==> src/rtl/multiplication_unit_pkg.sv <==
// Shared definitions for the sequential multiplier: ALUOp codes decoded
// identically by the ALU and divider, FSM state encodings, and the
// control bundle passed from the FSM to the datapath.
package multiplication_unit_pkg;

  localparam int unsigned ALUOP_W = 5;

  localparam logic [ALUOP_W-1:0] ALU_MULT  = 5'd24;  // signed multiply
  localparam logic [ALUOP_W-1:0] ALU_MULTU = 5'd25;  // unsigned multiply

  typedef enum logic [1:0] {
    MU_IDLE = 2'd0,
    MU_RUN  = 2'd1,
    MU_FIN  = 2'd2
  } mu_state_e;

  // Per-cycle datapath controls produced by the FSM
  typedef struct packed {
    logic load;    // capture operands, clear product
    logic step;    // one shift-add iteration
    logic commit;  // write (optionally negated) product to hi/lo
  } mu_ctrl_t;

  function automatic logic is_mult_op(input logic [ALUOP_W-1:0] op);
    return (op == ALU_MULT) || (op == ALU_MULTU);
  endfunction

endpackage

==> src/rtl/mult_datapath.sv <==
// Shift-add datapath: product/multiplicand/multiplier registers, the
// conditional adder, shifters and the final two's-complement negate.
// Ports:
//   clk, reset      clock, synchronous active-low reset
//   ctrl            load/step/commit strobes from the FSM
//   is_signed       operands are two's complement (MULT)
//   a, b            multiplicand / multiplier, used only on load
//   hi, lo          registered product halves, updated on commit
//   mplr_last_c     (early-exit build only) multiplier is zero after this step
module mult_datapath
  import multiplication_unit_pkg::*;
#(
  parameter int unsigned WIDTH = 32
) (
  input  logic             clk,
  input  logic             reset,
  input  mu_ctrl_t         ctrl,
  input  logic             is_signed,
  input  logic [WIDTH-1:0] a,
  input  logic [WIDTH-1:0] b,
  output logic [WIDTH-1:0] hi,
  output logic [WIDTH-1:0] lo
`ifdef MULT_EARLY_EXIT_EN
  ,
  output logic             mplr_last_c
`endif
);

  localparam int unsigned PW = 2 * WIDTH;

  logic [PW-1:0]    prod;
  logic [PW-1:0]    mcand;
  logic [WIDTH-1:0] mplr;
  logic             neg;

  logic [WIDTH-1:0] mag_a;
  logic [WIDTH-1:0] mag_b;
  logic [PW-1:0]    prod_sum;
  logic [PW-1:0]    result;

  // Operand magnitudes; the most negative value maps onto itself, which is
  // the correct unsigned magnitude.
  always_comb begin
    mag_a = a;
    mag_b = b;
    if (is_signed && a[WIDTH-1]) mag_a = WIDTH'(-a);
    if (is_signed && b[WIDTH-1]) mag_b = WIDTH'(-b);
  end

  assign prod_sum = mplr[0] ? PW'(prod + mcand) : prod;
  assign result   = neg ? PW'(-prod) : prod;

`ifdef MULT_EARLY_EXIT_EN
  // No set bits remain once the current LSB is consumed
  assign mplr_last_c = ((mplr >> 1) == '0);
`endif

  // Iteration registers
  always_ff @(posedge clk) begin
    if (!reset) begin
      prod  <= '0;
      mcand <= '0;
      mplr  <= '0;
      neg   <= 1'b0;
    end else if (ctrl.load) begin
      prod  <= '0;
      mcand <= PW'(mag_a);
      mplr  <= mag_b;
      neg   <= is_signed & (a[WIDTH-1] ^ b[WIDTH-1]);
    end else if (ctrl.step) begin
      prod  <= prod_sum;
      mcand <= mcand << 1;
      mplr  <= mplr >> 1;
    end
  end

  // Result registers, held between completions
  always_ff @(posedge clk) begin
    if (!reset) begin
      hi <= '0;
      lo <= '0;
    end else if (ctrl.commit) begin
      hi <= result[PW-1:WIDTH];
      lo <= result[WIDTH-1:0];
    end
  end

endmodule

==> src/rtl/multiplication_unit.sv <==
// Multi-cycle radix-2 shift-add multiplier for MULT/MULTU, writing HI/LO.
// The CPU stalls on busy and captures hi/lo on the one-cycle done pulse.
// Optional macro MULT_EARLY_EXIT_EN: finish as soon as no multiplier bits
// remain (latency 2 + index of the highest set bit of |inB|); results are
// identical to the fixed-latency build (WIDTH+1 cycles).
// Ports:
//   clk, reset   clock, synchronous active-low reset
//   start        request, accepted only in IDLE with a MULT/MULTU ALUOp
//   ALUOp        operation code
//   inA, inB     operands, sampled on the accepting edge
//   flush        abort in-flight operation; blocks a start in IDLE
//   busy         operation in progress
//   done         one-cycle completion pulse
//   hi, lo       product halves, held until the next done
module multiplication_unit
  import multiplication_unit_pkg::*;
#(
  parameter int unsigned WIDTH = 32
) (
  input  logic               clk,
  input  logic               reset,
  input  logic               start,
  input  logic [ALUOP_W-1:0] ALUOp,
  input  logic [WIDTH-1:0]   inA,
  input  logic [WIDTH-1:0]   inB,
  input  logic               flush,
  output logic               busy,
  output logic               done,
  output logic [WIDTH-1:0]   hi,
  output logic [WIDTH-1:0]   lo
);

  localparam int unsigned CW = $clog2(WIDTH + 1);

  mu_state_e        state;
  mu_state_e        state_next;
  logic [CW-1:0]    cnt;
  logic             accept;
  logic             run_last;
  mu_ctrl_t         ctrl;

  assign accept = start && is_mult_op(ALUOp) && !flush;

`ifdef MULT_EARLY_EXIT_EN
  logic mplr_last_c;
  assign run_last = (cnt == CW'(1)) || mplr_last_c;
`else
  assign run_last = (cnt == CW'(1));
`endif

  // State register plus registered handshake outputs
  always_ff @(posedge clk) begin
    if (!reset) begin
      state <= MU_IDLE;
      busy  <= 1'b0;
      done  <= 1'b0;
    end else begin
      state <= state_next;
      busy  <= (state_next != MU_IDLE);
      done  <= ctrl.commit;
    end
  end

  // Next-state logic; flush wins over completion
  always_comb begin
    state_next = state;
    unique case (state)
      MU_IDLE: if (accept) state_next = MU_RUN;
      MU_RUN: begin
        if (flush)         state_next = MU_IDLE;
        else if (run_last) state_next = MU_FIN;
      end
      MU_FIN:  state_next = MU_IDLE;
      default: state_next = MU_IDLE;
    endcase
  end

  // Datapath strobes
  always_comb begin
    ctrl        = '0;
    ctrl.load   = (state == MU_IDLE) && accept;
    ctrl.step   = (state == MU_RUN) && !flush;
    ctrl.commit = (state == MU_FIN) && !flush;
  end

  // Iteration counter
  always_ff @(posedge clk) begin
    if (!reset)         cnt <= '0;
    else if (ctrl.load) cnt <= CW'(WIDTH);
    else if (ctrl.step) cnt <= cnt - CW'(1);
  end

  mult_datapath #(
    .WIDTH(WIDTH)
  ) u_datapath (
    .clk        (clk),
    .reset      (reset),
    .ctrl       (ctrl),
    .is_signed  (ALUOp == ALU_MULT),
    .a          (inA),
    .b          (inB),
    .hi         (hi),
    .lo         (lo)
`ifdef MULT_EARLY_EXIT_EN
    ,
    .mplr_last_c(mplr_last_c)
`endif
  );

endmodule

==> config.mk <==
export PLATFORM = sky130hd
export DESIGN_NAME = multiplication_unit
export DESIGN_NICKNAME = d
export VERILOG_FILES = /design/src/rtl/multiplication_unit_pkg.sv /design/src/rtl/mult_datapath.sv /design/src/rtl/multiplication_unit.sv
export SDC_FILE = /design/constraint.sdc
export NUM_CORES = 1
export LEC_CHECK = 0
export CAP_MARGIN = 10
export CORE_MARGIN = 1
export CORE_UTILIZATION = 45
export CTS_CLUSTER_SIZE = 24
export DETAILED_ROUTE_END_ITERATION = 8
export DONT_BUFFER_PORTS = 1
export HOLD_SLACK_MARGIN = 0.05
export SLEW_MARGIN = 5
export SYNTH_ARGS = -nofsm -noshare
export SYNTH_HDL_FRONTEND = slang
export SYNTH_SLANG_ARGS = --single-unit
==> constraint.sdc <==
create_clock -name clk -period 3.8 [get_ports clk]
set_clock_uncertainty 0.2 [all_clocks]
set_input_delay 1.14 -clock clk [delete_from_list [all_inputs] [get_ports clk]]
set_output_delay 1.14 -clock clk [all_outputs]
set_load 0.02 [all_outputs]
# Word-level counts from Yosys, hierarchy flattened
# Index checks and enable logic that the tools add are counted.
# totals
register_bits,235
input_bits,73
output_inout_bits,66
elab_cells,52
# op_classes
add_sub_neg,5
n_eq_ne,5
mux,13
bitwise_logic,3
reduce_logical,14
# op_table
cell,n
$mux W32,6
$add A64 B64 Y64,1
$mux W64,1
$neg A32 Y32,2
$neg A64 Y64,1
$mux W6,2
$eq A5 B5 Y1 const B,2
$logic_and A1 B1 Y1,7
$eq A6 B1 Y1 const B,1
$mux W2,3
$sub A6 B1 Y6 const B,1
$pmux W2 S2,1
$reduce_bool A2 Y1,2
$eq A2 B1 Y1 const B,1
$eq A2 B2 Y1 const B,1
$logic_not A2 Y1,1
$reduce_and A2 Y1,1
$reduce_or A2 Y1,1
$and A1 B1 Y1,1
$logic_not A1 Y1,1
$logic_or A1 B1 Y1,1
$not A1 Y1,1
$xor A1 B1 Y1,1

# Longest topological paths before layout
# Gate-level depths: netlist of run 1.
# logic_depth
ltp_word,7
depth_mapped,12
ltp_nobuf,11

# By module
# A second synthesis of run 1 with hierarchy kept.
# unflattened
cells_unflattened,1880
hier_area_um2,15223.4
# modules_own_cells
mod,n_inst,cells_each,area_each_um2,seq_area_each_um2
mult_datapath,1,1826,14750.4,4504.3
multiplication_unit,1,54,473.0,200.2

# Least setup slack after synthesis of run 1
# No wires, ideal clock.
# synth_timing
path_kind,input port to flip-flop
start,input port inA[1]
end,register u_datapath.mcand[28]
setup_ns,0.116
arrival_time_ns,3.083
required_ns,3.484
slack_ns,0.401
stages,10
path_buffers,0
cell_sequence,inv_1 > ha_1 > nand2b_1 > nor4b_1 > nand3b_1 > nor3_1 > nand2_1 > o31ai_1 > xnor2_1 > o211a_1
# synth_via
elab_chain_len,3
# synth_rtl
item,line,rtl
"start, declared",multiplication_unit.sv:24,"input logic [WIDTH-1:0] inA,"
$neg A32 Y32,mult_datapath.sv:46,if (is_signed && a[WIDTH-1]) mag_a = WIDTH'(-a);
$mux W32,mult_datapath.sv:46,
$mux W32,mult_datapath.sv:65,end else if (ctrl.load) begin
"end signal, assigned",mult_datapath.sv:67,mcand <= PW'(mag_a);
"end signal, assigned",mult_datapath.sv:72,mcand <= mcand << 1;
"end, declared",mult_datapath.sv:32,logic [PW-1:0] mcand;
# No other way between the ends.
# A chain may end at the register's enable or synchronous reset.

# Final worst setup path of run 1
# layout_timing
start,register u_datapath.prod[15]
end,register u_datapath.hi[24]
# layout_via
elab_chain_len,2
# layout_rtl
item,line,rtl
"start, declared",mult_datapath.sv:31,logic [PW-1:0] prod;
"start signal, assigned",mult_datapath.sv:71,prod <= prod_sum;
$neg A64 Y64,mult_datapath.sv:51,assign result = neg ? PW'(-prod) : prod;
$mux W64,mult_datapath.sv:51,
"end signal, assigned",mult_datapath.sv:83,hi <= result[PW-1:WIDTH];
"end, declared",mult_datapath.sv:21,"output logic [WIDTH-1:0] hi,"
# No other way between the ends.

==> results, run 1 <==
- The worst pin sits at a relative slew slack of roughly a quarter.
- After layout, the worst setup slack is 271 ps.
- The startpoint identified for the worst hold timing path is u_datapath.mcand[60]$_SDFFE_PP0P_.
- Counting the buffers created by CTS gives 29.
- The number of different library cells in the post-synthesis netlist is 75.
- The cell count after synthesis is 2043.
- The region available for standard cell placement spans 0.0337 mm^2.
- The startpoint of the lowest-slack register-to-register path is u_datapath.prod[15]$_SDFFE_PP0P_.
- The sequential fraction of the synthesis area is slightly above 30%.
- The DRC marker count from the first detailed-route iteration is about 1100.
- The slew at the pin closest to its max-slew limit is between 1000 and 1500 ps.
- Measured on the finished design, the core utilization comes to 50.8%.
- The number of hold violations in the final report came to 0.
- Wires add up to between 40 and 50 mm.
- Registers take 0.00471 mm^2.
- The register-to-register setup slack is 270 ps.
- The wire length of the first global-routing pass is 72.4 mm.
- The initial core utilization is 45.9%.
- The residual overflow from global routing is 0.
- Timing analysis after detailed placement gives a worst setup slack of 294 ps.
- The worst hold path was traced through 2 stages.
- Clock-pin slew was measured on the worst setup and hold paths at 60 ps.
- The remaining antenna violation count is 0.
- The placement-stage cell area is 0.0161 mm^2.
- The run finished with clean final reports.
- The highest clock rate is 0.283 GHz.
- Across every metal layer, demand over resource in global routing totals 25.1%.
- The critical path goes through or4_1, nor4_4, or3b_1, nor4_1, nand3_1, o31ai_2, xor2_1, nand2_1, o211a_1.
- The total internal power is ~4400 uW.
- The count of final max-slew check failures was 0.
- The cell area after layout is 0.0171 mm^2.
- The design draws approximately 5600 uW.
- Port buffering added 0 buffers.
- The multi-input gate area in the final layout is ~0.01 mm^2.
- The number of synthesized flops with an enable pin is 0.
- The highest cell delay on the worst timing path is 640 ps.
- In this run the power spent charging and discharging nets is roughly 1200 uW.
- Post-CTS repair changed the size of 0 cells.
- The share of total power in combinational logic is 2.5%.
- The top cell types in the final layout, fill and taps aside, are 426 x sky130_fd_sc_hd__nand2_1, 234 x sky130_fd_sc_hd__dfxtp_1, 174 x sky130_fd_sc_hd__a21oi_1, 121 x sky130_fd_sc_hd__nand3_1, 101 x sky130_fd_sc_hd__o211a_1.
- The maximum vdd ir drop is roughly 0.00041 V.
- The antenna cell count is 0.
- The residual DRC count is 0.
- The cell at the slowest stage of the critical path is sky130_fd_sc_hd__or4_1.
- The most common cell after layout, fill and taps aside is sky130_fd_sc_hd__nand2_1.
- The number of register bits inferred by synthesis is 235.
- The fraction of layout instances using a drive strength above 1 is 7.33%.
- The clock latency of the later-clocked register in the worst-skew pair is approximately 560 ps.
- The cell depth of the worst flop-to-flop path is 9.
- 139 I/O pins were placed.
- STA puts the critical path data arrival time at 3780 ps.
- The clock period minus worst slack is between 3000 and 4000 ps.
- The total of max-cap violations is 0.
- The worst setup path is captured at a flip-flop.
- Each instance of the synthesized netlist takes up on average between 7 and 8 um^2.
- The number of sinks on the clock net is 235.
- The setup path with the least slack is of type reg -> reg.
- The die width is 187 um.
- The top flip-flop cell by instance count after synthesis is sky130_fd_sc_hd__dfxtp_1.
- When the netlist entered floorplanning its net count stood at 2185.
- The tree is rooted in a sky130_fd_sc_hd__clkbuf_16.
- The layout overhead on the synthesized area is 10.7%.
- The fraction of the cycle the final worst path needs is 92.9%.
- The nature of the critical path startpoint is a flip-flop.
- The final-report setup violation count is 0.
- The share of total power in sequential cells is 44.6%.
- At the end of the flow, the number of nets in the layout was 2152.
- The path class of the tightest hold or removal check is reg -> reg.
- The die extent in y is 187 um.
- The via count of the first global-routing pass is 13400.
- The worst-path maximum fanout is 7.
- The number of antenna violations at the first check in global routing is 0.
- The initialized floorplan defines 67 standard-cell rows.
- The count of TritonRoute iterations in the first routing pass is 5.
- The total die area is 0.0351 mm^2.
- In this run the post-CTS setup repair buffer count came out at 0.
- After clock tree synthesis, the flow added hold-fix buffers numbering 0.
- The final route contains 14600 vias.
- The level count of the clock H-tree is 1.
- The worst hold endpoint is u_datapath.mcand[60]$_SDFFE_PP0P_.
- After legalization and detailed placement, the total HPWL measured 33.7 mm.
- TritonCTS built the clock tree.
- The capture instance of the worst register-to-register path is u_datapath.hi[24]$_SDFFE_PN0P_.
- For this design the ratio of total power to cell area is ~320 mW/mm^2.
- Entering global routing, the biggest net connects ~140 pins.
- Data on the critical path is required at its endpoint by 4050 ps.
- The wire length per cell is 18.2 um.
- The warning count from the yosys run is 0.
- Setup repair after global routing left no endpoint under its margin.
- At the end of routability-driven placement, the weighted congestion stood at about 0.95.
- Counting flops with an async set or reset pin after synthesis yields a share of 0%.
- After detailed routing, the number of vias per cell comes to a little under 6.
- Net switching is about a fifth of the power.
- Summed over all failing endpoints, the final setup total negative slack is 0 ps.
- Of the total power, the clock network draws 52.9%.
- In this run the static leakage power is 0.00793 uW.
- The filler cells instantiated in the layout total 3352.
- The maximum count of clock buffers along a single path is 3.
- After synthesis the cells add up to 0.0155 mm^2.
-- kinds of logic after synthesis --
kind of cell / share of synthesized area, %
and+or+nand+nor: 24.9
buffers and inverters: 4.32
AOI/OAI and AO/OA: 25.6
adders and majority gates: 5.63
muxes: 0.323
DFF: 30.4
xor gates and xnor gates: 8.83
-- synthesized netlist by cell type, types with 26 or more instances --
master / instances / area share (%)
sky130_fd_sc_hd__ha_1: 68 / 5.5
sky130_fd_sc_hd__inv_1: 37 / 0.90
sky130_fd_sc_hd__nor3_1: 46 / 1.5
sky130_fd_sc_hd__nand4_1: 30 / 1.2
sky130_fd_sc_hd__nand2_1: 428 / 10
sky130_fd_sc_hd__o21ai_0: 88 / 2.8
sky130_fd_sc_hd__a21oi_1: 174 / 5.6
sky130_fd_sc_hd__xnor2_1: 67 / 3.8
sky130_fd_sc_hd__dfxtp_1: 235 / 30
sky130_fd_sc_hd__o211a_1: 101 / 6.5
sky130_fd_sc_hd__nor2_1: 90 / 2.2
sky130_fd_sc_hd__a21o_1: 30 / 1.5
sky130_fd_sc_hd__o31ai_1: 26 / 1.3
sky130_fd_sc_hd__xor2_1: 89 / 5.0
sky130_fd_sc_hd__clkbuf_1: 119 / 2.9
sky130_fd_sc_hd__nand3_1: 121 / 3.9
-- how the worst max path moves through the flow --
| stage | endpoint | from | slack [ps] |
|---|---|---|---|
| 6_report | u_datapath.hi[24]$_SDFFE_PN0P_ | u_datapath.prod[15]$_SDFFE_PP0P_ | 270 |
| 5_1_grt | u_datapath.prod[47]$_SDFFE_PP0P_ | u_datapath.prod[20]$_SDFFE_PP0P_ | 2 |
| 4_1_cts | u_datapath.hi[24]$_SDFFE_PN0P_ | u_datapath.prod[10]$_SDFFE_PP0P_ | 310 |
| 3_5_place_dp | u_datapath.mplr[29]$_SDFFE_PN0P_ | inB[13] | 290 |
| 3_3_place_gp | u_datapath.prod[59]$_SDFFE_PP0P_ | u_datapath.prod[20]$_SDFFE_PP0P_ | 350 |
| 2_1_floorplan | u_datapath.mcand[28]$_SDFFE_PN0P_ | inA[1] | 400 |
-- per-stage QoR --
| step | hold WS [ps] | cells |
|---|---|---|
| after floorplan | 248 | 2043 |
| after CTS | 275 | 2481 |
| final | 274 | 2481 |
| after global routing | 285 | 2481 |
| after global placement | 261 | 2427 |
| after detailed placement | 266 | 2427 |
-- cell type report --
class,instances,share of cell area (%)
Multi-Input combinational cell,1633,59.1
Clock inverter,13,1.18
Timing Repair Buffer,74,3.39
Inverter,37,0.811
Sequential cell,235,27.5
Tap cell,448,3.27
Clock buffer,41,4.79
-- state kept, by name, summed over array words and instances, names as in the netlist --
name	cells
u_datapath.hi	32
done	1
u_datapath.prod	64
u_datapath.neg	1
cnt	6
busy	1
u_datapath.lo	32
u_datapath.mcand	64
state	2
u_datapath.mplr	32
-- routing by layer --
layer	GRT usage, %	vias to the layer above	part of all wire, %
met5	0	-	0
met4	4.69	0	1.5
met3	6.10	39	9.0
met2	37.3	456	41
met1	36.7	6880	49
li1	-	7266	-
-- power by group through the flow --
stage | Combinational (uW) | Sequential, uW | Clock (uW)
after floorplan | 124 | 2530 | 0
final | 140 | 2480 | 2940
after detailed placement | 140 | 2530 | 0
after CTS | 141 | 2480 | 3000
after global placement | 139 | 2530 | 0
after global routing | 155 | 2480 | 3090
-- critical path, delay by kind of cell (launching register included) --
family,cells,cell delay [ps]
AO/OA/AOI/OAI,2,400
AND/OR/NAND/NOR,6,2250
XOR/XNOR,1,160
flip-flops,1,400
Note: power is estimated with default switching activity, not from simulation.
==> inputs of run 2 (changes only) <==
Settings changed: CAP_MARGIN 10 to 5.
==> results of run 2 <==
The final DEF is identical to that of run 1; final timing and power are the same.
==> inputs of run 3 (changes only) <==
Settings changed: CAP_MARGIN 5 to default, RECOVER_POWER from default to 100.
Clock period 3.8 ns to 3 ns, I/O delays scaled along.
==> results, run 3 (synthesis results as in run 1) <==
- The total number of vias is 15600 (was 14600).
- The number of top-level design ports is 139 (unchanged).
- The CTS tree is yes (unchanged).
- The leakage power total was 0.00929 uW (was 0.00793 uW).
- The net count reported at finish came to 2388 (was 2152).
- The layout overhead on the synthesized area is 29.0% (was 10.7%).
- The total track usage is 27.2% (was 25.1%).
- The total wirelength of the detailed-routed design is 49.9 mm (was 45.1 mm).
- The arrival time of data at the critical path endpoint is 3440 ps (was 3780 ps).
- The share of total power in combinational logic is 3.0% (was 2.5%).
- The via density per instance came to 5.76 (was 5.90).
- The maximum vdd ir drop came to 0.000453 V (was 0.000406 V).
- The routing usage on met2 was 39.5% (was 37.3%).
- The number of hold violations in the final report is 0 (unchanged).
- The placeable core region came to 0.0337 mm^2 (unchanged).
- The maximum count of clock buffers along a single path is 3 (unchanged).
- The cell chosen for the clock root is sky130_fd_sc_hd__clkbuf_16 (unchanged).
- The global-route track usage on met3 came to 6.17% (was 6.10%).
- The number of sinks on the clock net came to 235 (unchanged).
- The antenna cell count is 0 (unchanged).
- Result of the run: finished with violations (was complete, no violations).
- The total of max-cap violations was 0 (unchanged).
- Setup repair after global routing missed its margin: yes (was no).
- The routability congestion estimate was 0.916 (was 0.954).
- Most frequent cells in the layout: 422 x sky130_fd_sc_hd__nand2_1, 289 x sky130_fd_sc_hd__buf_4, 203 x sky130_fd_sc_hd__dfxtp_1, 153 x sky130_fd_sc_hd__a21oi_1, 117 x sky130_fd_sc_hd__nand3_1 (was 426 x sky130_fd_sc_hd__nand2_1, 234 x sky130_fd_sc_hd__dfxtp_1, 174 x sky130_fd_sc_hd__a21oi_1, 121 x sky130_fd_sc_hd__nand3_1, 101 x sky130_fd_sc_hd__o211a_1).
- The critical path class is reg -> reg (unchanged).
- The total die area is 0.0351 mm^2 (unchanged).
- The slew at the pin closest to its max-slew limit is 1310 ps (was 1130 ps).
- The largest net degree at the start of global routing is 136 (unchanged).
- The residual DRC count is 0 (unchanged).
- The via count of the first global-routing pass was 14300 (was 13400).
- The clock period minus worst slack is 3140 ps (was 3530 ps).
- The count of TritonRoute iterations in the first routing pass is 6 (was 5).
- The remaining antenna violation count was 0 (unchanged).
- The nature of the critical path startpoint is a flip-flop (unchanged).
- The class of the tightest hold or removal check is reg -> reg (unchanged).
- The wire length per cell was 18.4 um (was 18.2 um).
- The final reports fail on setup timing.
- The share of total power in sequential cells came to 46.1% (was 44.6%).
- The final hold slack is 267 ps (was 274 ps).
- The die width is 187 um (unchanged).
- The number of port buffers is 0 (unchanged).
- The clock latency of the later-clocked register in the worst-skew pair was 560 ps (about the same).
- The wire length of the first global-routing pass was 77.8 mm (was 72.4 mm).
- The total power density per cell area is 341 mW/mm^2 (was 325 mW/mm^2).
- The most utilized layer in the global route result is met1 (was met2).
- The clock edge transition at the registers on the reported setup and hold paths is 60 ps (about the same).
- The number of standard-cell rows in the floorplan is 67 (unchanged).
- The DRC marker count from the first detailed-route iteration is 989 (was 1091).
- The sort of element at the end of the critical path is a flip-flop (unchanged).
- Top flop regs: u_datapath.mcand (64), u_datapath.prod (64) (unchanged).
- The highest clock rate is 0.319 GHz (was 0.283 GHz).
- The level count of the clock H-tree came to 1 (unchanged).
- The number of antenna violations at the first check in global routing is 1 (was 0).
- The setup slack after layout was -137 ps (was 271 ps).
- The fraction of the cycle the final worst path needs was 105% (was 92.9%).
- The met1 capacity usage during global routing was 40.5% (was 36.7%).
- The net switching fraction of the power came to 22.1% (was 21.4%).
- The clock network fraction of design power is 50.9% (was 52.9%).
- The switching power total is 1500 uW (was 1190 uW).
- The final cell utilization of the core is 59.3% (was 50.8%).
- The half-perimeter wire length after placement is 36.2 mm (was 33.7 mm).
- The required time of the worst setup path is 3300 ps (was 4050 ps).
- The most common cell after layout, fill and taps aside is sky130_fd_sc_hd__nand2_1 (unchanged).
- The worst max-slew margin expressed relative to the limit is 13.0% (was 24.4%).
- The residual overflow from global routing came to 0 (unchanged).
- The final-report setup violation count came to 15 (was 0).
- The count of final max-slew check failures came to 0 (unchanged).
- The worst-path maximum fanout came to 4 (was 7).
- The total internal power came to 5300 uW (was 4370 uW).
- The CTS buffer count is 28 (was 29).
- The initial core utilization came to 45.9% (unchanged).
- The fraction of layout instances using a drive strength above 1 is 23.5% (was 7.33%).
- The die extent in y came to 187 um (unchanged).
## run 3: per-stage QoR
step	setup WS [ps]	power (uW)	cells	instance area, um^2	setup TNS [ps]
finish	-137	6800	2714	20000	-876
global route	-209	7010	2714	20000	-4270
CTS	-68.1	6880	2696	19100	-201
detailed placement	-258	3410	2643	17800	-5320
global placement	-215	3410	2643	17800	-4010
floorplan	-4.16	3360	2043	15500	-4.16
## run 3: worst paths after layout
path                            cells past startpoint  slack (ps)                              start                                 to
worst max-delay path                               11        -140  u_datapath.mcand[24]$_SDFFE_PN0P_   u_datapath.prod[54]$_SDFFE_PP0P_
worst min-delay path                                2         270  u_datapath.mcand[57]$_SDFFE_PP0P_  u_datapath.mcand[58]$_SDFFE_PP0P_
worst min register to register                      2         270  u_datapath.mcand[57]$_SDFFE_PP0P_  u_datapath.mcand[58]$_SDFFE_PP0P_
worst max register to register                     11        -140  u_datapath.mcand[24]$_SDFFE_PN0P_   u_datapath.prod[54]$_SDFFE_PP0P_
## run 3: routing by layer
metal,up-vias,part of all wire (%),wire length (um)
li1,7739,-,-
met1,7379,49,24400
met2,465,41,20400
met3,59,8.3,4150
met4,0,2.0,1010
met5,-,0,0
## run 3: worst max-delay path: stages (launching register included)
cell and delay, ps:
sky130_fd_sc_hd__dfxtp_4 350, sky130_fd_sc_hd__ha_4 270, sky130_fd_sc_hd__buf_6 90, sky130_fd_sc_hd__nand4_1 140, sky130_fd_sc_hd__or3_4 420, sky130_fd_sc_hd__nor4_4 350, sky130_fd_sc_hd__a211oi_4 140, sky130_fd_sc_hd__o41ai_4 390
sky130_fd_sc_hd__buf_6 190, sky130_fd_sc_hd__a21oi_4 70, sky130_fd_sc_hd__or4_1 400, sky130_fd_sc_hd__nand3_1 70
## run 3: area by class of cell
class / count / area (um^2)
fillers: 3121 / 13700
multi-input cells: 1633 / 11200
flip-flops and latches: 235 / 4760
repair buffers: 311 / 2400
clock buffers: 41 / 831
well taps: 448 / 561
inverters: 37 / 139
clock inverters: 9 / 101
## run 3: power by group through the flow
stage          clock, uW  combinational [uW]  sequential, uW
2_1_floorplan          0                 157            3210
3_3_place_gp           0                 196            3210
3_5_place_dp           0                 199            3210
4_1_cts             3540                 201            3140
5_1_grt             3640                 226            3140
6_report            3460                 205            3140
## run 3: what timing repair did
action	4_1_cts	5_1_grt
hold buffers	0	0
gates resized for setup	60	166
endpoints found under the setup margin	41	55
hold endpoints to repair	0	0
pin swaps	17	59
buffers inserted	3	19
